**src/rtl/inst_rom_sync.sv**
```systemverilog
// inst_rom_sync: run-time-loadable instruction memory for the fetch stage.
// Registered read with one cycle of latency. Stall, flush and program-load
// port. After reset the array is scrubbed to NOP_VAL one word per cycle
// (CLEAR) before fetches are accepted (RUN). Misaligned or out-of-range
// fetch addresses return NOP_VAL with addr_err set.
// Optional build macro INST_ROM_PARITY_EN adds an even-parity bit per word
// and reports mismatches on par_err; without it par_err is tied low.
module inst_rom_sync #(
  parameter int                ADDR_W  = 5,
  parameter int                DATA_W  = 32,
  parameter int                PC_W    = 32,
  parameter logic [DATA_W-1:0] NOP_VAL = 32'h00000000
) (
  input  logic              clk,
  input  logic              rst_n,
  input  logic [PC_W-1:0]   pc,
  input  logic              req,
  input  logic              stall,
  input  logic              flush,
  input  logic              prog_we,
  input  logic [ADDR_W-1:0] prog_addr,
  input  logic [DATA_W-1:0] prog_data,
  output logic              ready,
  output logic [DATA_W-1:0] inst,
  output logic              inst_valid,
  output logic              addr_err,
  output logic              par_err
);

  localparam int DEPTH = 2 ** ADDR_W;
`ifdef INST_ROM_PARITY_EN
  localparam int MEM_W = DATA_W + 1;
`else
  localparam int MEM_W = DATA_W;
`endif
  localparam logic [ADDR_W-1:0] LAST_IDX = {ADDR_W{1'b1}};
  localparam logic [ADDR_W-1:0] ONE_IDX  = {{(ADDR_W-1){1'b0}}, 1'b1};

  typedef enum logic [0:0] {
    CLEAR = 1'b0,
    RUN   = 1'b1
  } state_t;

  // Stored word layout: parity bit (when enabled) above the data bits.
  function automatic logic [MEM_W-1:0] encode_word(input logic [DATA_W-1:0] d);
`ifdef INST_ROM_PARITY_EN
    return {^d, d};
`else
    return d;
`endif
  endfunction

`ifdef INST_ROM_PARITY_EN
  // True when the stored parity bit disagrees with the stored data bits.
  function automatic logic parity_bad(input logic [MEM_W-1:0] w);
    return w[DATA_W] ^ (^w[DATA_W-1:0]);
  endfunction
`endif

  state_t              state_r, state_nxt_s;
  logic [ADDR_W-1:0]   clr_cnt_r, clr_cnt_nxt_s;
  logic [MEM_W-1:0]    mem_r [DEPTH];

  logic                we_s;
  logic [ADDR_W-1:0]   waddr_s;
  logic [MEM_W-1:0]    wdata_s;

  logic [PC_W-1:0]     pc_hi_s;
  logic                misaligned_s, out_of_range_s, err_s, accept_s;
  logic [ADDR_W-1:0]   idx_s;
  logic [MEM_W-1:0]    rdata_s;

  logic [DATA_W-1:0]   inst_r, inst_nxt_s;
  logic                inst_valid_r, inst_valid_nxt_s;
  logic                addr_err_r, addr_err_nxt_s;
  logic                par_err_nxt_s;

  // Address decode: bits above the array span mean the pc is out of range.
  assign pc_hi_s        = pc >> (ADDR_W + 2);
  assign misaligned_s   = (pc[1:0] != 2'b00);
  assign out_of_range_s = (pc_hi_s != '0);
  assign err_s          = misaligned_s | out_of_range_s;
  assign idx_s          = pc[ADDR_W+1:2];
  assign rdata_s        = mem_r[idx_s];

  assign ready    = (state_r == RUN) & ~prog_we;
  assign accept_s = req & ready & ~stall & ~flush;

  // State and clear-counter register with synchronous reset.
  always_ff @(posedge clk) begin
    if (!rst_n) begin
      state_r   <= CLEAR;
      clr_cnt_r <= '0;
    end else begin
      state_r   <= state_nxt_s;
      clr_cnt_r <= clr_cnt_nxt_s;
    end
  end

  // Next state: CLEAR walks every word once, then RUN forever.
  always_comb begin
    state_nxt_s   = state_r;
    clr_cnt_nxt_s = clr_cnt_r;
    case (state_r)
      CLEAR: begin
        clr_cnt_nxt_s = clr_cnt_r + ONE_IDX;
        if (clr_cnt_r == LAST_IDX) begin
          state_nxt_s = RUN;
        end else begin
          state_nxt_s = CLEAR;
        end
      end
      RUN: begin
        state_nxt_s = RUN;
      end
      default: begin
        state_nxt_s   = CLEAR;
        clr_cnt_nxt_s = '0;
      end
    endcase
  end

  // Single write port shared by the scrub walk and the program-load port.
  always_comb begin
    we_s    = 1'b0;
    waddr_s = clr_cnt_r;
    wdata_s = encode_word(NOP_VAL);
    case (state_r)
      CLEAR: begin
        we_s = rst_n;
      end
      RUN: begin
        if (prog_we) begin
          we_s    = rst_n;
          waddr_s = prog_addr;
          wdata_s = encode_word(prog_data);
        end else begin
          we_s = 1'b0;
        end
      end
      default: begin
        we_s = 1'b0;
      end
    endcase
  end

  // Memory array write; contents are deliberately not reset.
  always_ff @(posedge clk) begin
    if (we_s) begin
      mem_r[waddr_s] <= wdata_s;
    end
  end

  // Next fetch result, priority flush > stall > accept > idle bubble.
  always_comb begin
    inst_nxt_s       = inst_r;
    inst_valid_nxt_s = inst_valid_r;
    addr_err_nxt_s   = addr_err_r;
    par_err_nxt_s    = par_err;
    if (state_r != RUN) begin
      inst_nxt_s       = NOP_VAL;
      inst_valid_nxt_s = 1'b0;
      addr_err_nxt_s   = 1'b0;
      par_err_nxt_s    = 1'b0;
    end else if (flush) begin
      inst_nxt_s       = NOP_VAL;
      inst_valid_nxt_s = 1'b0;
      addr_err_nxt_s   = 1'b0;
      par_err_nxt_s    = 1'b0;
    end else if (stall) begin
      inst_nxt_s       = inst_r;
      inst_valid_nxt_s = inst_valid_r;
      addr_err_nxt_s   = addr_err_r;
      par_err_nxt_s    = par_err;
    end else if (accept_s && !err_s) begin
      inst_nxt_s       = rdata_s[DATA_W-1:0];
      inst_valid_nxt_s = 1'b1;
      addr_err_nxt_s   = 1'b0;
`ifdef INST_ROM_PARITY_EN
      par_err_nxt_s    = parity_bad(rdata_s);
`else
      par_err_nxt_s    = 1'b0;
`endif
    end else if (accept_s) begin
      inst_nxt_s       = NOP_VAL;
      inst_valid_nxt_s = 1'b1;
      addr_err_nxt_s   = 1'b1;
      par_err_nxt_s    = 1'b0;
    end else begin
      inst_nxt_s       = NOP_VAL;
      inst_valid_nxt_s = 1'b0;
      addr_err_nxt_s   = 1'b0;
      par_err_nxt_s    = 1'b0;
    end
  end

  // Registered fetch outputs with synchronous reset.
  always_ff @(posedge clk) begin
    if (!rst_n) begin
      inst_r       <= NOP_VAL;
      inst_valid_r <= 1'b0;
      addr_err_r   <= 1'b0;
    end else begin
      inst_r       <= inst_nxt_s;
      inst_valid_r <= inst_valid_nxt_s;
      addr_err_r   <= addr_err_nxt_s;
    end
  end

`ifdef INST_ROM_PARITY_EN
  // Parity error flag registered alongside the fetched word.
  always_ff @(posedge clk) begin
    if (!rst_n) begin
      par_err <= 1'b0;
    end else begin
      par_err <= par_err_nxt_s;
    end
  end
`else
  assign par_err = 1'b0;
`endif

  assign inst       = inst_r;
  assign inst_valid = inst_valid_r;
  assign addr_err   = addr_err_r;

endmodule

```
**config.mk**
```make
export PLATFORM = sky130hd
export DESIGN_NAME = inst_rom_sync
export DESIGN_NICKNAME = d
export VERILOG_FILES = /design/src/rtl/inst_rom_sync.sv
export SDC_FILE = /design/constraint.sdc
export NUM_CORES = 1
export LEC_CHECK = 0
export CORE_MARGIN = 10
export CORE_UTILIZATION = 41
export CTS_BUF_LIST = sky130_fd_sc_hd__clkbuf_16
export DETAILED_ROUTE_END_ITERATION = 6
export MAX_ROUTING_LAYER = met4
export PLACE_DENSITY = 0.67
export SLEW_MARGIN = 10
export SYNTH_ARGS = -nofsm -noshare
export SYNTH_HDL_FRONTEND = slang
export SYNTH_SLANG_ARGS = --single-unit
```
**constraint.sdc**
```tcl
create_clock -name clk -period 7.2 [get_ports clk]
set_clock_uncertainty 0.1 [all_clocks]
set_input_delay 1.44 -clock clk [delete_from_list [all_inputs] [get_ports clk]]
set_output_delay 1.44 -clock clk [all_outputs]
set_load 0.005 [all_outputs]
```
==> flow_summary.yaml, run 1 <==
global_route:
  global_route.usage.total: 0.194
  wire_length_of_the_first_global_routing_pass_mm: 153
  grt_max_degree: 79
  grt_pass1_vias: 20972
  antenna_found_initial: 7
  grt-ovfl-total: 0
worst_hold_path:
  min_delay_path_depth: 2
  holdCritStartpoint: "addr_err$_SDFFE_PP0N_"
  hold_path.class: "reg -> reg"
  timing.hold.worst_endpoint: "addr_err$_SDFFE_PP0N_"
die:
  die_w_um: 337
  start_util: 0.412
  die_h_um: 337
  coreArea_mm2: 0.100
  rows: 116
  num_io_pins: 111
  die_area_mm2: 0.114
final_layout:
  fin_cells: 3555
  areaGrowthSynthToFinish_pct: 14.2
  fraction_of_layout_instances_using_a_drive_strength_above_1: 0.217
  finish.utilization: 0.471
  filler_cell_count: 8049
  num-nets-final: 2244
synthesis:
  synth-seq-area-share: 0.765
  synth-warning-count: 0
  dominantRegCellSynth: "sky130_fd_sc_hd__edfxtp_1"
  synthesis.instances: 2034
  post_synth_main_area_contributors: "sky130_fd_sc_hd__edfxtp_1, sky130_fd_sc_hd__mux4_2, sky130_fd_sc_hd__mux2i_1"
  synthesis.area_per_instance_um2: 20.3
  yosys.area.top_type_share: 0.746
  yosysUniqueCellTypes: 53
  synth_edf_count: 1024
  synth.most_common_cell: "sky130_fd_sc_hd__edfxtp_1"
  synth.cell_area_mm2: 0.0412
  synthDominantAreaCellType: "sky130_fd_sc_hd__edfxtp_1"
  postSynth.asyncResetShare: 0
  synthTopCellsByCount: "sky130_fd_sc_hd__edfxtp_1, sky130_fd_sc_hd__mux2i_1, sky130_fd_sc_hd__mux4_2"
  ys_ff_latch: 1064
  synthesis.nets: 2111
worst_setup_path:
  timing.rr.end: "mem_r[30][28]$_DFFE_PP_"
  setup.reg_to_reg.worst_slack_ns: 2.85
  critPathLaunchType: "flop"
  cp.required_ns: 7.35
  cp_slowest_stage_delay_ns: 1.25
  crit_chain: "nand2_1 > mux2i_1 > nand3b_1 > nor2_4"
  crit_type: "reg -> reg"
  critPathSlowestCell: "sky130_fd_sc_hd__nor2_4"
  critPathCaptureType: "flop"
  worst_r2r_startpoint: "state_r$_SDFF_PN0_"
  arrival_ns: 4.50
  rr_worst_depth: 4
  timing.critical_path.fanout_max: 43
sta:
  post_route_clock_period_utilization: 0.604
  final.min_clock_period_ns: 4.35
  hold_viol_final: 0
  fmax_mhz: 230
  worst_max_slew_margin_expressed_relative_to_the_limit: 0.143
  unrepaired_setup_endpoints_after_global_routing: "false"
  worst_slew_pin_slew_ns: 1.28
  finalSetupViolCount: 0
  final_max_slew_viol_count: 0
  final.setup.tns_ns: 0
clock_tree:
  post-cts-setup-buffers: 0
  cts_buffers: 104
  cts_hold_buf: 0
  insertion_delay_ns: 0.65
  cts_root_buf: "sky130_fd_sc_hd__clkbuf_16"
  cts.path.max_buffers: 3
  cts_repair_resize_count: 0
  ctsHtreeMaxLevel: 3
  clock_sinks: 1064
  clock_tree_from_tritoncts: "yes"
  cts.clk_slew.worst_paths_ns: 0.06
routing:
  drt-pass1-iter-count: 5
  drc: 0
  dr.first_iter.drc_count: 2588
  avgRoutedWirePerCell_um: 30.5
  remaining_antenna_violation_count_after_routing: 0
  detail_route.wirelength_mm: 109
  drt-vias-per-instance: 5.82
  dr_total_vias: 20693
place:
  post-place-cells: 3358
  finalWeightedCongestion: 0.855
  place.detailed.hpwl_mm: 66.2
  port_buffers: 109
power:
  totalPowerFinal_uw: 12400
  irDropWorstVdd_v: 0.000226
  static-leakage-power_uw: 0.0141
  power.density_mw_per_mm2: 264
outcome:
  outcome: "finished clean"
flow_run:
  max-cap-violations: 0
[layout make-up]
cell class	count	area (um2)	share of cell area
clock buffers	107	2680	0.0568
well taps	1298	1620	0.0345
flip-flops and latches	1064	31600	0.670
diodes	3	7.51	0.000159
clock inverters	86	618	0.0131
repair buffers	148	1390	0.0295
multi-input cells	849	9240	0.196
[worst max path at each step]
stage                       startpoint                       to  slack (ns)  cells after the start
detailed placement               pc[2]    inst[27]$_SDFFE_PP0N_        2.46                      7
finish              state_r$_SDFF_PN0_  mem_r[30][28]$_DFFE_PP_        2.85                      4
CTS                 state_r$_SDFF_PN0_  mem_r[18][28]$_DFFE_PP_        2.83                      4
floorplan                      prog_we   mem_r[24][0]$_DFFE_PP_        2.57                      5
global placement                 pc[2]    inst[22]$_SDFFE_PP0N_        2.42                      7
global route        state_r$_SDFF_PN0_  mem_r[12][16]$_DFFE_PP_        2.70                      4
[layer usage]
layer	global-route usage	share of wire
met5	-	0
met4	0.0753	0.043
met3	0.0391	0.078
met2	0.329	0.52
met1	0.227	0.36
[critical path: cells and delay by family (launching register included)]
kind          cells  cell delay, ns
mux               1            0.26
flops             1            1.06
simple gates      3            2.48
[registers in the layout (all words and copies together), names as in the netlist]
register and flops:
addr_err 1, clr_cnt_r 5, inst 32, inst_valid 1, mem_r 1024, state_r 1
[layout by cell type, fill, tap and decap left out, types with 8 or more instances in the layout]
cell type,count
sky130_fd_sc_hd__edfxtp_1,1024
sky130_fd_sc_hd__nor2_1,20
sky130_fd_sc_hd__o21ai_1,26
sky130_fd_sc_hd__nand2_1,75
sky130_fd_sc_hd__clkinv_2,20
sky130_fd_sc_hd__clkbuf_16,107
sky130_fd_sc_hd__o221ai_1,80
sky130_fd_sc_hd__nor2b_1,8
sky130_fd_sc_hd__mux2i_1,164
sky130_fd_sc_hd__bufinv_16,9
sky130_fd_sc_hd__clkdlybuf4s50_1,103
sky130_fd_sc_hd__dfxtp_1,39
sky130_fd_sc_hd__and3_1,10
sky130_fd_sc_hd__nor2_4,32
sky130_fd_sc_hd__o21ai_0,22
sky130_fd_sc_hd__inv_1,22
sky130_fd_sc_hd__mux4_2,162
sky130_fd_sc_hd__a2111oi_2,8
sky130_fd_sc_hd__o31ai_1,28
sky130_fd_sc_hd__a211oi_1,18
sky130_fd_sc_hd__and2_1,31
sky130_fd_sc_hd__mux2_2,65
sky130_fd_sc_hd__buf_4,39
sky130_fd_sc_hd__and3_2,24
sky130_fd_sc_hd__clkinv_1,27
[power breakdown]
group	internal [uW]	total, uW	switching (uW)
clock network	3000	5230	2230
logic	180	468	288
registers	6720	6730	9.00
[stage by stage]
| stage | hold WS [ns] | area, um2 | worst slack [ns] |
|---|---|---|---|
| 2_1_floorplan | 0.349 | 41200 | 2.57 |
| 3_3_place_gp | 0.351 | 43800 | 2.42 |
| 3_5_place_dp | 0.373 | 43800 | 2.46 |
| 4_1_cts | 0.381 | 47100 | 2.83 |
| 5_1_grt | 0.410 | 47100 | 2.70 |
| 6_report | 0.380 | 47100 | 2.85 |
[cells by family after synthesis]
logic type | Yosys count | synth area share
AOI/OAI and AO/OA | 219 | 0.0417
xor gates and xnor gates | 2 | 0.000425
adders and majority gates | 2 | 0.000607
buffers and inverters | 121 | 0.0176
DFF | 1064 | 0.765
muxes | 391 | 0.146
other | 1 | 0.0000910
and+or+nand+nor | 234 | 0.0283
No activity file was read; power rests on OpenSTA's default activity.
==> run 2, diff against run 1 <==
Settings changed: PLACE_DENSITY 0.67 to 0.69.
Clock period 7.2 ns to 3.9 ns, I/O delays scaled along.
==> run 2 against run 1 <==
Compared with the run above: clock-buffer cell count fell by 3; via count up 2.4%; hold slack worse by 0.018 ns; total power rose by 87%; clock power up 91%; critical endpoint is now mem_r[8][4]$_DFFE_PP_; largest cell class unchanged; largest power group unchanged.
==> flow_summary.yaml, run 2 (synthesis results as in run 1) <==
final_layout:
  layout_commonest_cell: "sky130_fd_sc_hd__edfxtp_1"
  mostFrequentLayoutCells: "sky130_fd_sc_hd__edfxtp_1, sky130_fd_sc_hd__mux2i_1, sky130_fd_sc_hd__mux4_2"
  num-nets-final: 2336
  largest-register: "mem_r"
  finish.utilization: 0.481
  areaGrowthSynthToFinish_pct: 16.6
  largest_reg_flops: 1024
  multiInputGateArea_mm2: 0.00920
  regArea_mm2: 0.0316
  fraction_of_layout_instances_using_a_drive_strength_above_1: 0.237
  filler_cell_count: 8000
  fin_cells: 3647
power:
  net-switching-power_uw: 4810
  power.clock.fraction: 0.429
  netSwitchingFraction: 0.207
  static-leakage-power_uw: 0.0147
  internal_power_uw: 18400
  combPwrFrac: 0.037
  irDropWorstVdd_v: 0.000347
  power.density_mw_per_mm2: 484
  power.share.sequential: 0.534
worst_setup_path:
  rr_worst_depth: 5
  timing.critical_path.fanout_max: 18
  timing.rr.end: "mem_r[8][4]$_DFFE_PP_"
  critPathCaptureType: "flop"
  critPathSlowestCell: "sky130_fd_sc_hd__mux2i_1"
  crit_start: "state_r$_SDFF_PN0_"
  worst_r2r_startpoint: "state_r$_SDFF_PN0_"
  crit_type: "reg -> reg"
  crit_chain: "nand2_1 > mux2i_1 > nand3_1 > nor2_4 > buf_4"
  critPathLaunchType: "flop"
  cp.required_ns: 4.12
  cp_slowest_stage_delay_ns: 0.63
  setup.reg_to_reg.worst_slack_ns: 1.02
  timing.critical_path.max_delay_family: "simple AND/OR/NAND/NOR gates"
  arrival_ns: 3.09
  path_buf_inv: 1
worst_hold_path:
  min_delay_path_depth: 2
  timing.hold.worst_endpoint: "addr_err$_SDFFE_PP0N_"
  hold_path.class: "reg -> reg"
  holdCritStartpoint: "addr_err$_SDFFE_PP0N_"
sta:
  unrepaired_setup_endpoints_after_global_routing: "false"
  hold_viol_final: 0
  worst_slew_pin_slew_ns: 1.22
  holdWs_ns: 0.361
  finalWorstSetupSlack_ns: 1.02
  final.min_clock_period_ns: 2.88
  worst_max_slew_margin_expressed_relative_to_the_limit: 0.185
  post_route_clock_period_utilization: 0.738
  final_max_slew_viol_count: 0
  fmax_mhz: 347
  finalSetupViolCount: 0
  final.setup.tns_ns: 0
clock_tree:
  clock_sinks: 1064
  clock_tree_from_tritoncts: "yes"
  cts_root_buf: "sky130_fd_sc_hd__clkbuf_16"
  cts.clk_slew.worst_paths_ns: 0.06
  cts.path.max_buffers: 3
  ctsHtreeMaxLevel: 3
  post-cts-setup-buffers: 0
  cts_hold_buf: 0
  cts_repair_resize_count: 0
  cts_buffers: 104
  insertion_delay_ns: 0.70
global_route:
  grt_pass1_vias: 21966
  grt_max_degree: 52
  global_route.usage.total: 0.188
  antenna_found_initial: 3
  grt-ovfl-total: 0
  wire_length_of_the_first_global_routing_pass_mm: 152
die:
  num_io_pins: 111
  die_h_um: 337
  rows: 116
  start_util: 0.412
  die_area_mm2: 0.114
  coreArea_mm2: 0.100
  die_w_um: 337
outcome:
  outcome: "finished clean"
place:
  finalWeightedCongestion: 0.802
  port_buffers: 109
  place.detailed.hpwl_mm: 60.9
  placement.setup.worst_slack_ns: 0.479
  post-place-cells: 3451
routing:
  dr.first_iter.drc_count: 2356
  dr_total_vias: 21187
  avgRoutedWirePerCell_um: 28.6
  drt-pass1-iter-count: 5
  drc: 0
  drt-vias-per-instance: 5.81
  remaining_antenna_violation_count_after_routing: 0
  detail_route.wirelength_mm: 104
flow_run:
  max-cap-violations: 0
## run 2: changes by cell type in the layout (fill, tap and decap cells not counted), sizes merged
cell / previous run / this run
buf: 45 / 137
bufinv: 9 / 12
clkbuf: 107 / 104
clkinv: 47 / 54
clkinvlp: 5 / 0
diode: 3 / 1
## run 2: layout make-up
type / instances / share of cell area
multi-input combinational: 849 / 0.191
antenna: 1 / 0.0000520
timing repair buffer: 240 / 0.0469
sequential: 1064 / 0.656
tap: 1298 / 0.0338
clock inverter: 91 / 0.0175
clock buffer: 104 / 0.0541
## run 2: how the worst max path moves through the flow
| stage | end | slack [ns] | cells after the start |
|---|---|---|---|
| 6_report | mem_r[8][4]$_DFFE_PP_ | 1.02 | 5 |
| 5_1_grt | mem_r[0][15]$_DFFE_PP_ | 0.89 | 5 |
| 4_1_cts | mem_r[9][16]$_DFFE_PP_ | 1.03 | 5 |
| 3_5_place_dp | inst[4]$_SDFFE_PP0N_ | 0.48 | 6 |
| 3_3_place_gp | inst[4]$_SDFFE_PP0N_ | 0.53 | 6 |
| 2_1_floorplan | mem_r[24][0]$_DFFE_PP_ | -0.07 | 5 |
## run 2: through the flow
stage               area, um2  power (uW)
floorplan               41200       13200
global placement        44600       13500
detailed placement      44600       13500
CTS                     48100       23400
global route            48100       23900
finish                  48100       23300
## run 2: tightest hold or removal path, stage by stage, from the launching register on
cell	delay [ns]
sky130_fd_sc_hd__dfxtp_1	0.31
sky130_fd_sc_hd__nand2_1	0.05
sky130_fd_sc_hd__a21oi_1	0.05
## run 2: per-layer routing
metal  vias to the layer above  track usage  part of all wire
met5                         -            -                 0
met3                       187       0.0317             0.078
li1                       8891            -                 -
met1                     11109        0.243              0.40
met2                      1000        0.305              0.50
met4                         0       0.0560             0.029
## run 2: power groups by stage
stage	sequential [uW]	combinational [uW]	clock [uW]
after CTS	12400	857	10100
after global placement	12700	842	0
after floorplan	12700	532	0
after detailed placement	12700	852	0
after global routing	12400	900	10600
final	12400	853	9980
==> run 3, diff against run 2 <==
Settings changed: PLACE_DENSITY 0.69 to 0.67.
Clock period 3.9 ns to 2.9 ns, I/O delays scaled along.
==> run 3 against run 2 <==
Compared with the run above: flip-flop and latch count unchanged; non-clock buffer count rose by 39; cell count rose by 1.1%; hold slack lost 0.025 ns; utilization rose by 0.83 points; sequential share of layout area fell by 1.1 points; clock-buffer cell count rose by 2; critical path depth down 2; combinational power is 43% higher; routed wire length grew 1.3%; design area increased by 1.7%; critical endpoint is now ready.
==> flow_summary.yaml, run 3 (synthesis results as in run 1) <==
final_layout:
  layout_commonest_cell: "sky130_fd_sc_hd__edfxtp_1"
  areaGrowthSynthToFinish_pct: 18.6
  num-nets-final: 2376
  largest_reg_flops: 1024
  antennaDiodeCount: 0
  largest-register: "mem_r"
  mostFrequentLayoutCells: "sky130_fd_sc_hd__edfxtp_1, sky130_fd_sc_hd__mux2i_1, sky130_fd_sc_hd__mux4_2"
  fraction_of_layout_instances_using_a_drive_strength_above_1: 0.251
routing:
  drt-pass1-iter-count: 5
  drt-vias-per-instance: 5.80
  drc: 0
  dr_total_vias: 21386
  detail_route.wirelength_mm: 106
  dr.first_iter.drc_count: 2394
  avgRoutedWirePerCell_um: 28.7
  remaining_antenna_violation_count_after_routing: 0
global_route:
  antenna_found_initial: 1
  global_route.usage.total: 0.191
  grt_max_degree: 60
  wire_length_of_the_first_global_routing_pass_mm: 154
  grt-ovfl-total: 0
  grt_pass1_vias: 22005
worst_setup_path:
  critPathCaptureType: "primary output"
  cp_slowest_stage_delay_ns: 0.51
  crit_chain: "buf_12 > nor2b_1 > clkdlybuf4s50_1"
  critPathLaunchType: "flop"
  crit_type: "reg -> out"
  timing.critical_path.fanout_max: 42
  path_buf_inv: 2
  arrival_ns: 1.96
  cp.required_ns: 2.22
  timing.critical_path.max_delay_family: "buffers and inverters"
  critPathSlowestCell: "sky130_fd_sc_hd__clkdlybuf4s50_1"
sta:
  holdWs_ns: 0.336
  finalSetupViolCount: 0
  hold_viol_final: 0
  post_route_clock_period_utilization: 0.909
  final.min_clock_period_ns: 2.64
  worst_slew_pin_slew_ns: 1.25
  fmax_mhz: 379
  final_max_slew_viol_count: 0
  worst_max_slew_margin_expressed_relative_to_the_limit: 0.168
  unrepaired_setup_endpoints_after_global_routing: "false"
clock_tree:
  ctsHtreeMaxLevel: 3
  cts_repair_resize_count: 0
  clock_sinks: 1064
  cts_hold_buf: 0
  cts.clk_slew.worst_paths_ns: 0.06
  cts_root_buf: "sky130_fd_sc_hd__clkbuf_16"
  cts_buffers: 105
  insertion_delay_ns: 0.67
  cts.path.max_buffers: 3
  post-cts-setup-buffers: 0
  clock_tree_from_tritoncts: "yes"
die:
  die_h_um: 337
  die_area_mm2: 0.114
  coreArea_mm2: 0.100
  start_util: 0.412
  die_w_um: 337
  num_io_pins: 111
  rows: 116
worst_hold_path:
  hold_path.class: "in -> reg"
place:
  port_buffers: 109
  finalWeightedCongestion: 0.820
  place.detailed.hpwl_mm: 62.4
outcome:
  outcome: "finished clean"
power:
  totalPowerFinal_uw: 31100
  irDropWorstVdd_v: 0.000483
  static-leakage-power_uw: 0.0151
  power.density_mw_per_mm2: 636
flow_run:
  max-cap-violations: 0
## run 3: stage by stage
step	util	cells	setup TNS [ns]	area, um2	worst slack [ns]
2_1_floorplan	-	2034	-246.12	41300	-0.525
3_3_place_gp	0.455	3490	-0.173	45500	-0.129
3_5_place_dp	0.455	3490	-0.270	45500	-0.183
4_1_cts	0.489	3688	0	48900	0.181
5_1_grt	0.489	3688	0	48900	0.174
6_report	0.489	3688	0	48900	0.263
## run 3: layout make-up
class	count	area [um2]
well taps	1298	1620
clock buffers	106	2650
clock inverters	92	714
flip-flops and latches	1064	31600
fillers	7884	51100
repair buffers	279	3160
multi-input cells	849	9200
## run 3: path summary, 6_finish.rpt
check	slack (ns)	cells past startpoint	start	to
worst max-delay path	0.26	3	state_r$_SDFF_PN0_	ready
worst min-delay path	0.34	4	prog_we	inst_valid$_SDFFE_PP0N_
worst max register to register	0.36	5	state_r$_SDFF_PN0_	mem_r[5][16]$_DFFE_PP_
worst min register to register	0.37	2	inst[11]$_SDFFE_PP0N_	inst[11]$_SDFFE_PP0N_
## run 3: worst min-delay path: cells and delay by family
| family | cells | cell delay (ns) |
|---|---|---|
| AOI/OAI and AO/OA | 1 | 0.09 |
| and+or+nand+nor | 2 | 0.24 |
| buffers and inverters | 1 | 0.14 |
## run 3: report_power, final
part,internal (uW),switching (uW)
Sequential,16700,22.5
Combinational,545,678
Clock,7530,5660
## run 3: metal layers
metal | share of wire | global-route usage | routed length, um
met1 | 0.41 | 0.249 | 42900
met2 | 0.51 | 0.316 | 53400
met3 | 0.068 | 0.0264 | 7170
met4 | 0.021 | 0.0462 | 2270
met5 | 0 | - | 0
